File: src/rtl/sampling_index_gen.sv
// Sample index generator: idx = floor(SYS_TIME / FREQ_DIV) mod CYCLE, derived by
// two serial restoring divides after UPDATE, then caught up and tracked incrementally.
module sampling_index_gen #(
  parameter int TIME_W = 57,
  parameter int DIV_W  = 32,
  parameter int IDX_W  = 16,
  parameter int PEND_W = 9
) (
  input  logic              CLK,
  input  logic              RST,
  input  logic [TIME_W-1:0] SYS_TIME,
  input  logic              SKIP_ONE_ASSERT,
  input  logic              UPDATE,
  input  logic [DIV_W-1:0]  FREQ_DIV,
  input  logic [IDX_W-1:0]  CYCLE,
  output logic [IDX_W-1:0]  IDX,
  output logic              IDX_STEP,
  output logic              VALID,
  output logic              BUSY
);

  localparam int CNT_W = $clog2(TIME_W);

  typedef enum logic [2:0] {
    ST_IDLE,
    ST_DIV_T,
    ST_DIV_Q,
    ST_CATCHUP,
    ST_TRACK
  } state_e;

  state_e              state_q, state_d;
  logic [DIV_W-1:0]    div_q, div_d;
  logic [IDX_W-1:0]    cyc_q, cyc_d;
  logic [TIME_W-1:0]   quot_q, quot_d;
  logic [DIV_W-1:0]    r_q, r_d;
  logic [IDX_W-1:0]    crem_q, crem_d;
  logic [IDX_W-1:0]    idx_q, idx_d;
  logic                idx_step_q, idx_step_d;
  logic [PEND_W-1:0]   pend_q, pend_d;
  logic [CNT_W-1:0]    cnt_q, cnt_d;
  logic [TIME_W-1:0]   time_prev_q, time_prev_d;

  logic                params_ok;
  logic                advance;
  logic [1:0]          tick_inc;
  logic                extra;
  logic [1:0]          step;
  logic [DIV_W:0]      step_sum;
  logic                wrap;
  logic [DIV_W-1:0]    r_wrap;
  logic [DIV_W-1:0]    r_adv;
  logic [IDX_W-1:0]    idx_adv;
  logic [DIV_W:0]      t_sh;
  logic                t_ge;
  logic [DIV_W-1:0]    t_diff;
  logic [IDX_W:0]      q_sh;
  logic                q_ge;
  logic [IDX_W-1:0]    q_diff;
  logic [IDX_W-1:0]    crem_next;
  logic                last_bit;
  logic [PEND_W-1:0]   pend_sum;
  logic [PEND_W-1:0]   pend_dec;

  always_comb begin
    state_d     = state_q;
    div_d       = div_q;
    cyc_d       = cyc_q;
    quot_d      = quot_q;
    r_d         = r_q;
    crem_d      = crem_q;
    idx_d       = idx_q;
    idx_step_d  = 1'b0;
    pend_d      = pend_q;
    cnt_d       = cnt_q;
    time_prev_d = SYS_TIME;

    params_ok = (FREQ_DIV >= DIV_W'(4)) && (CYCLE != '0);
    advance   = (SYS_TIME != time_prev_q);
    tick_inc  = advance ? (SKIP_ONE_ASSERT ? 2'd2 : 2'd1) : 2'd0;
    extra     = (state_q == ST_CATCHUP) && (pend_q != '0);
    step      = tick_inc + {1'b0, extra};

    // Incremental step: R stays below FREQ_DIV, so at most one wrap per cycle.
    step_sum = {1'b0, r_q} + (DIV_W + 1)'(step);
    wrap     = step_sum >= {1'b0, div_q};
    r_wrap   = r_q + DIV_W'(step) - div_q;
    r_adv    = wrap ? r_wrap : step_sum[DIV_W-1:0];
    idx_adv  = idx_q;
    if (wrap) idx_adv = (idx_q == cyc_q - IDX_W'(1)) ? '0 : idx_q + IDX_W'(1);

    t_sh   = {r_q, quot_q[TIME_W-1]};
    t_ge   = t_sh >= {1'b0, div_q};
    t_diff = t_sh[DIV_W-1:0] - div_q;

    q_sh      = {crem_q, quot_q[TIME_W-1]};
    q_ge      = q_sh >= {1'b0, cyc_q};
    q_diff    = q_sh[IDX_W-1:0] - cyc_q;
    crem_next = q_ge ? q_diff : q_sh[IDX_W-1:0];

    last_bit = (cnt_q == CNT_W'(TIME_W - 1));
    pend_sum = pend_q + PEND_W'(tick_inc);
    pend_dec = pend_q - {{(PEND_W-1){1'b0}}, extra};

    case (state_q)
      ST_DIV_T: begin
        r_d    = t_ge ? t_diff : t_sh[DIV_W-1:0];
        quot_d = {quot_q[TIME_W-2:0], t_ge};
        cnt_d  = cnt_q + CNT_W'(1);
        pend_d = pend_sum;
        if (last_bit) begin
          cnt_d   = '0;
          crem_d  = '0;
          state_d = ST_DIV_Q;
        end
      end
      ST_DIV_Q: begin
        crem_d = crem_next;
        quot_d = {quot_q[TIME_W-2:0], 1'b0};
        cnt_d  = cnt_q + CNT_W'(1);
        pend_d = pend_sum;
        if (last_bit) begin
          cnt_d   = '0;
          idx_d   = crem_next;
          state_d = ST_CATCHUP;
        end
      end
      ST_CATCHUP: begin
        r_d    = r_adv;
        idx_d  = idx_adv;
        pend_d = pend_dec;
        if (pend_dec == '0) state_d = ST_TRACK;
      end
      ST_TRACK: begin
        r_d        = r_adv;
        idx_d      = idx_adv;
        idx_step_d = (idx_adv != idx_q);
      end
      default: ;
    endcase

    // UPDATE from any state aborts whatever is running.
    if (UPDATE) begin
      idx_step_d = 1'b0;
      if (params_ok) begin
        div_d   = FREQ_DIV;
        cyc_d   = CYCLE;
        quot_d  = SYS_TIME;
        r_d     = '0;
        crem_d  = '0;
        pend_d  = '0;
        cnt_d   = '0;
        state_d = ST_DIV_T;
      end else begin
        state_d = ST_IDLE;
      end
    end
  end

  always_ff @(posedge CLK) begin
    if (RST) begin
      state_q     <= ST_IDLE;
      div_q       <= '0;
      cyc_q       <= '0;
      quot_q      <= '0;
      r_q         <= '0;
      crem_q      <= '0;
      idx_q       <= '0;
      idx_step_q  <= 1'b0;
      pend_q      <= '0;
      cnt_q       <= '0;
      time_prev_q <= '0;
    end else begin
      state_q     <= state_d;
      div_q       <= div_d;
      cyc_q       <= cyc_d;
      quot_q      <= quot_d;
      r_q         <= r_d;
      crem_q      <= crem_d;
      idx_q       <= idx_d;
      idx_step_q  <= idx_step_d;
      pend_q      <= pend_d;
      cnt_q       <= cnt_d;
      time_prev_q <= time_prev_d;
    end
  end

  assign IDX      = idx_q;
  assign IDX_STEP = idx_step_q;
  assign VALID    = (state_q == ST_TRACK);
  assign BUSY     = (state_q == ST_DIV_T) || (state_q == ST_DIV_Q) || (state_q == ST_CATCHUP);

endmodule
File: config.mk
export PLATFORM = sky130hd
export DESIGN_NAME = sampling_index_gen
export DESIGN_NICKNAME = d
export VERILOG_FILES = /design/src/rtl/sampling_index_gen.sv
export SDC_FILE = /design/constraint.sdc
export NUM_CORES = 1
export LEC_CHECK = 0
export CAP_MARGIN = 20
export CORE_ASPECT_RATIO = 0.5
export CORE_UTILIZATION = 60
export DETAILED_ROUTE_END_ITERATION = 8
export PLACE_DENSITY_LB_ADDON = 0.15
export SLEW_MARGIN = 20
export SYNTH_ARGS = -nofsm -noshare
export SYNTH_HDL_FRONTEND = slang
export SYNTH_SLANG_ARGS = --single-unit
File: constraint.sdc
create_clock -name CLK -period 8.24 [get_ports CLK]
set_clock_uncertainty 0.05 [all_clocks]
set_input_delay 1.648 -clock CLK [delete_from_list [all_inputs] [get_ports CLK]]
set_output_delay 1.648 -clock CLK [all_outputs]
set_load 0.01 [all_outputs]
# Yosys cells after proc, flatten, opt, wreduce, memory -nomap -nowiden
# Cells that the tools add are included.
# totals
out_inout_bits	19
elab_cells	86
input_bits	109
reg_bits	245
# op_classes
n_mux	32
addsub	11
eq_ne	12
magnitude_cmp	4
bitwise_logic	1
reduce_logical	15
# ops
op	n
32-bit two-way mux	4
57-bit two-way mux	2
57-bit one-hot mux with 2 select lines	1
16-bit two-way mux	7
33-bit by 32-bit >= comparator with 1-bit output	2
16-bit one-hot mux with 2 select lines	2
32-bit one-hot mux with 2 select lines	1
32-bit subtractor	2
57-bit inequality test	1
32-bit by 2-bit adder with 33-bit output	1
32-bit by 2-bit adder with 32-bit output	1
32-bit by 3-bit >= comparator with 1-bit output, second input constant	1
6-bit two-way mux	4
9-bit two-way mux	2
9-bit one-hot mux with 2 select lines	1
17-bit by 16-bit >= comparator with 1-bit output	1
16-bit by 1-bit adder with 16-bit output, second input constant	1
16-bit == test	1
16-bit inequality test	1
16-bit nonzero test	1
16-bit by 1-bit subtractor with 16-bit output, second input constant	1
16-bit subtractor	1
3-bit two-way mux	4
9-bit by 2-bit adder with 9-bit output	1
24 further kinds	31

# Longest topological paths before layout
# Gate-level depths: netlist (run 1).
# logic_depth
word_depth	9
mapped_depth	29
mapped_depth_nobuf	27

# Worst setup path before layout (run 1)
# OpenSTA, ideal clock, no wires.
# synth_timing
kind	input port to flip-flop
from	in SYS_TIME[21]
to	reg r_q[21]
cell_stages	27
setup_ns	0.132
required_time_ns	8.058
slack_ns	1.767
t_arrival_ns	6.291
n_path_buf	2
path_cell_list	xor2_1 -> nor4_1 -> nand3_1 -> nor4_1 -> nand4_1 -> nor2b_1 -> ha_1 -> xor2_1 -> ha_1 -> a21o_1 -> nand4_1 -> nor3_1 -> and2_1 -> nand2_1 -> xnor2_1 -> ha_1 -> nand4_1 -> nor2_1 -> a2111oi_0 -> a221oi_1 -> o21bai_1 -> and2_1 -> buf_6 -> nor2_8 -> buf_4 -> a222oi_1 -> a21oi_1
# synth_via
elab_chain_len	9
word_cells_on_any_way	11
classes_between	add/sub: 4; order compare: 1; eq/ne: 1; mux: 5
# synth_lines
element	line	rtl
start: declaration	11	input logic [TIME_W-1:0] SYS_TIME,
57-bit inequality test *	79	advance = (SYS_TIME != time_prev_q);
2-bit two-way mux *	80	tick_inc = advance ? (SKIP_ONE_ASSERT ? 2'd2 : 2'd1) : 2'd0;
2-bit by 1-bit adder with 2-bit output *	82	step = tick_inc + {1'b0, extra};
32-bit by 2-bit adder with 32-bit output or 32-bit by 2-bit adder with 33-bit output (tied branches)	87, 85	
32-bit subtractor or 33-bit by 32-bit >= comparator with 1-bit output (tied branches)	87, 86	
32-bit two-way mux *	88	r_adv = wrap ? r_wrap : step_sum[DIV_W-1:0];
32-bit one-hot mux with 2 select lines *	105	case (state_q)
32-bit two-way mux	145	if (params_ok) begin
32-bit two-way mux *	143	if (UPDATE) begin
end signal: assignment	178	r_q <= r_d;
end: declaration	36	logic [DIV_W-1:0] r_q, r_d;
# Every way passes the cells marked *; elsewhere a longest branch is shown, timed or not.
# A chain may end at the register's enable or synchronous reset.

# Final worst setup path (run 1)
# layout_timing
from	in SYS_TIME[47]
to	reg r_q[10]
# Same word-level chain as after synthesis.

==> results.json, run 1 <==
{
  "hold_end": "div_q[1]",
  "netlist.area_leader.share_pct": 28.2,
  "cts_sinks": 245,
  "hold_viol_final": 0,
  "final_cell_mix": "dfxtp_1 (245), nand2_1 (216), a21oi_1 (188)",
  "synth_cells": 2125,
  "max_freq_mhz": 130,
  "finalCriticalPeriod_ps": 7670,
  "reg2reg_depth": 26,
  "viasPerCell": 6.22,
  "rsz0062_at_grt": "no",
  "period_share_pct": 93.1,
  "cts-resized-gates": 0,
  "hold_depth": 2,
  "pre_cts_slack_ps": 365,
  "worstSkewPairLatency_ps": 550,
  "synth-edff-count": 0,
  "layout_commonest_cell": "dfxtp_1",
  "criticalPathCategory": "in -> reg",
  "synthXorXnorAreaFrac_pct": 9.36,
  "startpoint_type": "input pin",
  "dr_wl_met3_um": 3790,
  "cts_tree": "built",
  "synthFlopType": "dfxtp_1",
  "synthSimpleGateAreaFrac_pct": 19.8,
  "cts_hold_buf": 0,
  "arrival_ps": 8100,
  "antenna_found_initial": 3,
  "fp-row-count": 43,
  "ys_ff_latch": 245,
  "p_total_mw": 3.04,
  "dieArea_mm2": 0.0297,
  "highest_layer": "met5",
  "slew_headroom_pct": 22.6,
  "grt_pass1_wl_um": 80000,
  "peakVddDrop_v": 0.000186,
  "drc_errors": 0,
  "reg2reg_slack_ps": 1780,
  "wl_met1_um": 22700,
  "clkTransAtPathRegs_ps": 70,
  "yosys_warnings": 0,
  "nets": 2465,
  "worstReg2RegEnd": "r_q[10]",
  "post_cts_buffers": 0,
  "cts_max_path_buffers": 3,
  "synth_cell_type_count": 94,
  "drt_iter0_drc": 1590,
  "async_flop_share_pct": 0,
  "synth_compound_area_share_pct": 21.0,
  "die_height_um": 122,
  "seq_area_frac_synth_pct": 28.2,
  "synth_top_area_cell": "dfxtp_1",
  "power.leakage_nw": 7.81,
  "synth_top_family_by_area": "compound AO/OA/AOI/OAI gates",
  "hold_class": "reg -> reg",
  "status": "finished clean",
  "grt_max_degree": 70,
  "initial_utilization_pct": 62.0,
  "gp_congestion": 0.976,
  "dp.cells": 2554,
  "track_usage_pct": 33.5,
  "finalSetupViolCount": 0,
  "synth_area_mm2": 0.0174,
  "post-dp-hpwl_um": 37600,
  "fin_cells": 2597,
  "cts_made_buffers": 24,
  "synthMuxAreaShare_pct": 5.41,
  "vias": 16100,
  "holdCritStartpoint": "div_q[1]",
  "drive_gt1_share_pct": 5.37,
  "wl_met2_um": 22800,
  "required_ps": 8670,
  "wl_um": 50700,
  "p_per_area_mw_per_mm2": 154,
  "avgRoutedWirePerCell_um": 19.5,
  "design.core.area_mm2": 0.0281,
  "synth-adder-area-share_pct": 11.6,
  "grt-ovfl-total": 0,
  "syn2layout_area_growth_pct": 13.5,
  "fin_tns_setup_ps": 0,
  "pin_count": 128,
  "postSynthNetCount": 2392,
  "synth_area_leaders": "dfxtp_1 (28%), ha_1 (11%), xnor2_1 (5.7%), a21oi_1 (5.4%), nand2_1 (4.7%)",
  "critPathCaptureType": "register",
  "die_w_um": 243,
  "portBuffers": 127,
  "grt_pass1_vias": 14700,
  "ant_nets": 0,
  "ctsRootBufferMaster": "clkbuf_16",
  "rr_startpoint": "time_prev_q[47]",
  "syn_area_per_cell_um2": 8.19,
  "htree_levels": 1,
  "utilization_pct": 70.3,
  "setup_slack_ps": 567,
  "tightestPinTransition_ps": 1160,
  "dr.pass1.iters": 6,
  "cp_max_fo": 9,
  "drv_slew": 0,
  "drv_cap": 0
}
## where the power goes
part,leakage (nW),internal (mW),total [mW],switching [mW]
clock,0.397,0.639,1.14,0.497
combinational,5.40,0.271,0.619,0.349
sequential,2.02,1.24,1.28,0.0398
## critical path, stage by stage
cell	delay (ps)
clkdlybuf4s50_1	430
xor2_1	160
nor4_1	310
buf_4	190
nand4_1	70
nor4_1	190
nand4_1	250
nor2b_1	230
ha_1	190
xor2_1	330
fa_1	320
nand4_1	170
nor3_2	350
nand2_1	210
nor2_1	300
nand4_1	190
xnor2_1	270
ha_1	290
a21o_1	160
a21oi_1	170
o31ai_1	90
a21oi_1	310
and2_1	520
nand2_1	220
o21ai_0	260
a222oi_1	150
nor2_1	130
## worst max path at each step
stage            startpoint  endpoint  cells past startpoint
6_report       SYS_TIME[47]   r_q[10]                     27
5_1_grt         SYS_TIME[8]   r_q[10]                     26
4_1_cts         SYS_TIME[7]   r_q[10]                     27
3_5_place_dp   SYS_TIME[41]    r_q[1]                     27
3_3_place_gp   SYS_TIME[41]    r_q[1]                     27
2_1_floorplan  SYS_TIME[21]   r_q[21]                     27
## flip-flops by register name (all words and copies together), names as in the netlist
| signal | count |
|---|---|
| IDX | 16 |
| state_q | 3 |
| time_prev_q | 57 |
| crem_q | 16 |
| IDX_STEP | 1 |
| div_q | 32 |
| cnt_q | 6 |
| cyc_q | 16 |
| r_q | 32 |
| quot_q | 57 |
| pend_q | 9 |
## cell usage after synthesis (all sizes together), types with 5 or more instances
cell type  instances
a2bb2oi           59
o21ai             82
and3              15
and2              10
mux2              16
ha               152
nand2            221
buf               32
nor4              34
nand3             56
and4              10
o31ai             12
a221oi            21
o21a              11
a31oi             18
o211ai            16
a222oi             5
xnor2            114
a22oi             11
o22ai              9
inv               92
mux2i             76
or2                6
fa                 6
a211oi            20
or3               10
nand4             36
nor3              39
dfxtp            245
xor2              72
nor2             162
a21o              30
a21oi            189
o21bai             9
nor2b             68
nor3b              8
nand2b            11
clkbuf            73
## routing by layer
layer | GRT usage, % | vias to the layer above
met4 | 9.20 | 4
li1 | - | 7823
met1 | 46.4 | 7573
met2 | 54.6 | 643
met5 | 0 | -
met3 | 5.03 | 99
## stage by stage
step	cell area, um2	hold slack [ps]
floorplan	17400	386
global placement	18900	393
detailed placement	18900	397
CTS	19700	406
global route	19700	417
finish	19700	404
## cell type report
type	instances	area, um2
Antenna cell	1	2.50
Clock buffer	32	671
Clock inverter	10	129
Fill cell	2322	8340
Inverter	92	345
Multi-Input combinational cell	1683	11700
Sequential cell	245	4900
Tap cell	382	478
Timing Repair Buffer	152	1470
## logic make-up after synthesis
| logic type | after synthesis |
|---|---|
| AOI/OAI and AO/OA | 548 |
| xor gates and xnor gates | 186 |
| adders and majority gates | 158 |
| buffers and inverters | 197 |
| DFF | 245 |
| muxes | 92 |
| and+or+nand+nor | 699 |
Note: power is estimated with default switching activity, not from simulation.
==> inputs of run 2 (changes only) <==
- CAP_MARGIN: 20 -> 10
- CELL_PAD_IN_SITES_DETAIL_PLACEMENT: not set -> 0
- CELL_PAD_IN_SITES_GLOBAL_PLACEMENT: not set -> 1
- CORE_UTILIZATION: 60 -> 45
==> results.json, run 2 (synthesis results as in run 1) <==
{
  "nets": 2464,
  "fin_tns_setup_ps": 0,
  "criticalPathCategory": "in -> reg",
  "reg_top3": "quot_q (57), time_prev_q (57)",
  "finalSetupViolCount": 0,
  "viasPerCell": 5.73,
  "worstSkewPairLatency_ps": 570,
  "design.core.area_mm2": 0.0377,
  "fillers": 3690,
  "portBuffers": 127,
  "cts_tree": "built",
  "fin_cells": 2735,
  "cts_max_path_buffers": 3,
  "hold_viol_final": 0,
  "post_cts_buffers": 0,
  "period_share_pct": 90.3,
  "track_usage_pct": 26.4,
  "grt-ovfl-total": 0,
  "drt_iter0_drc": 1100,
  "dieArea_mm2": 0.0395,
  "whs_ps": 405,
  "max_stage_delay_ps": 430,
  "die_w_um": 280,
  "drc_errors": 0,
  "slew_headroom_pct": 24.8,
  "hold_class": "reg -> reg",
  "multi_input_area_mm2": 0.0117,
  "wl_um": 52800,
  "grt_max_degree": 69,
  "layout_commonest_cell": "dfxtp_1",
  "dp.cells": 2690,
  "cp_slowest_cell": "clkdlybuf4s50_1",
  "status": "finished clean",
  "die_height_um": 141,
  "max_freq_mhz": 134,
  "cts-resized-gates": 0,
  "p_per_area_mw_per_mm2": 155,
  "cts_sinks": 245,
  "startpoint_type": "input pin",
  "path_delay_family": "simple AND/OR/NAND/NOR gates",
  "syn2layout_area_growth_pct": 14.7,
  "critPathCaptureType": "register",
  "pin_count": 128,
  "ant_nets": 0,
  "drv_cap": 0,
  "avgRoutedWirePerCell_um": 19.3,
  "crit_buf_inv": 2,
  "cts_hold_buf": 0,
  "peakVddDrop_v": 0.000162,
  "fp-row-count": 50,
  "power.leakage_nw": 7.84,
  "drv_slew": 0,
  "diodes": 0,
  "final_cell_mix": "dfxtp_1 (245), nand2_1 (216), a21oi_1 (188)",
  "htree_levels": 1,
  "dr.pass1.iters": 5,
  "gp_congestion": 0.907,
  "cp_max_fo": 18,
  "finalCriticalPeriod_ps": 7440,
  "reg2reg_slack_ps": 2000,
  "clkTransAtPathRegs_ps": 60,
  "post-dp-hpwl_um": 39300,
  "ctsRootBufferMaster": "clkbuf_16",
  "drive_gt1_share_pct": 5.46,
  "antenna_found_initial": 0,
  "grt_pass1_wl_um": 83300,
  "required_ps": 8650,
  "initial_utilization_pct": 46.1,
  "utilization_pct": 52.9,
  "p_total_mw": 3.10,
  "grt_pass1_vias": 14800,
  "cts_made_buffers": 25,
  "arrival_ps": 7860,
  "rsz0062_at_grt": "no",
  "vias": 15700,
  "tightestPinTransition_ps": 1110,
  "regArea_mm2": 0.00490
}
==> run 2: cell count changes in the layout (fill, tap and decap cells not counted) <==
| cell | previous run | this run |
|---|---|---|
| clkbuf_8 | 4 | 8 |
| inv_16 | 0 | 1 |
| clkbuf_1 | 4 | 3 |
| buf_4 | 25 | 23 |
| diode_2 | 1 | 0 |
| inv_6 | 1 | 0 |
| clkbuf_16 | 24 | 25 |
| clkinv_16 | 1 | 0 |
==> run 2: area by class of cell <==
class                           instances  share of cell area [%]
Clock buffer                           36                    3.74
Clock inverter                          9                   0.552
Inverter                               92                    1.73
Multi-Input combinational cell       1683                    58.9
Sequential cell                       245                    24.6
Tap cell                              520                    3.26
Timing Repair Buffer                  150                    7.28
==> run 2: worst paths after layout <==
path | from | end | depth (start not counted)
min reg2reg | div_q[28] | div_q[28] | 2
max reg2reg | time_prev_q[4] | IDX[8] | 27
max | SYS_TIME[4] | IDX[8] | 28
min | div_q[28] | div_q[28] | 2
==> run 2: routing by layer <==
metal	global-route usage, %	up-vias	routed length (um)
met5	0	-	0
met4	4.57	0	739
met3	3.08	56	2350
met2	43.8	371	24200
met1	37.2	7421	25600
li1	-	7823	-
==> run 2: worst register-to-register path: cells and delay by family (launching register included) <==
family / cells / cell delay, ps
AND/OR/NAND/NOR: 15 / 3550
AO/OA/AOI/OAI: 5 / 820
adder cells (fa/ha/maj): 3 / 770
XOR/XNOR: 3 / 460
flip-flops: 1 / 310
buffers and inverters: 1 / 180
==> run 2: metrics by stage <==
| step | setup slack (ps) | instance area (um2) |
|---|---|---|
| 2_1_floorplan | 1770 | 17400 |
| 6_report | 796 | 20000 |
| 3_5_place_dp | 264 | 19100 |
| 5_1_grt | 225 | 20000 |
| 3_3_place_gp | 432 | 19100 |
| 4_1_cts | 832 | 20000 |
==> run 2: report_power, final <==
part	internal, mW	switching (mW)	total (mW)	leakage [nW]
Clock	0.694	0.508	1.20	0.431
Sequential	1.24	0.0403	1.28	2.02
Combinational	0.269	0.346	0.615	5.40
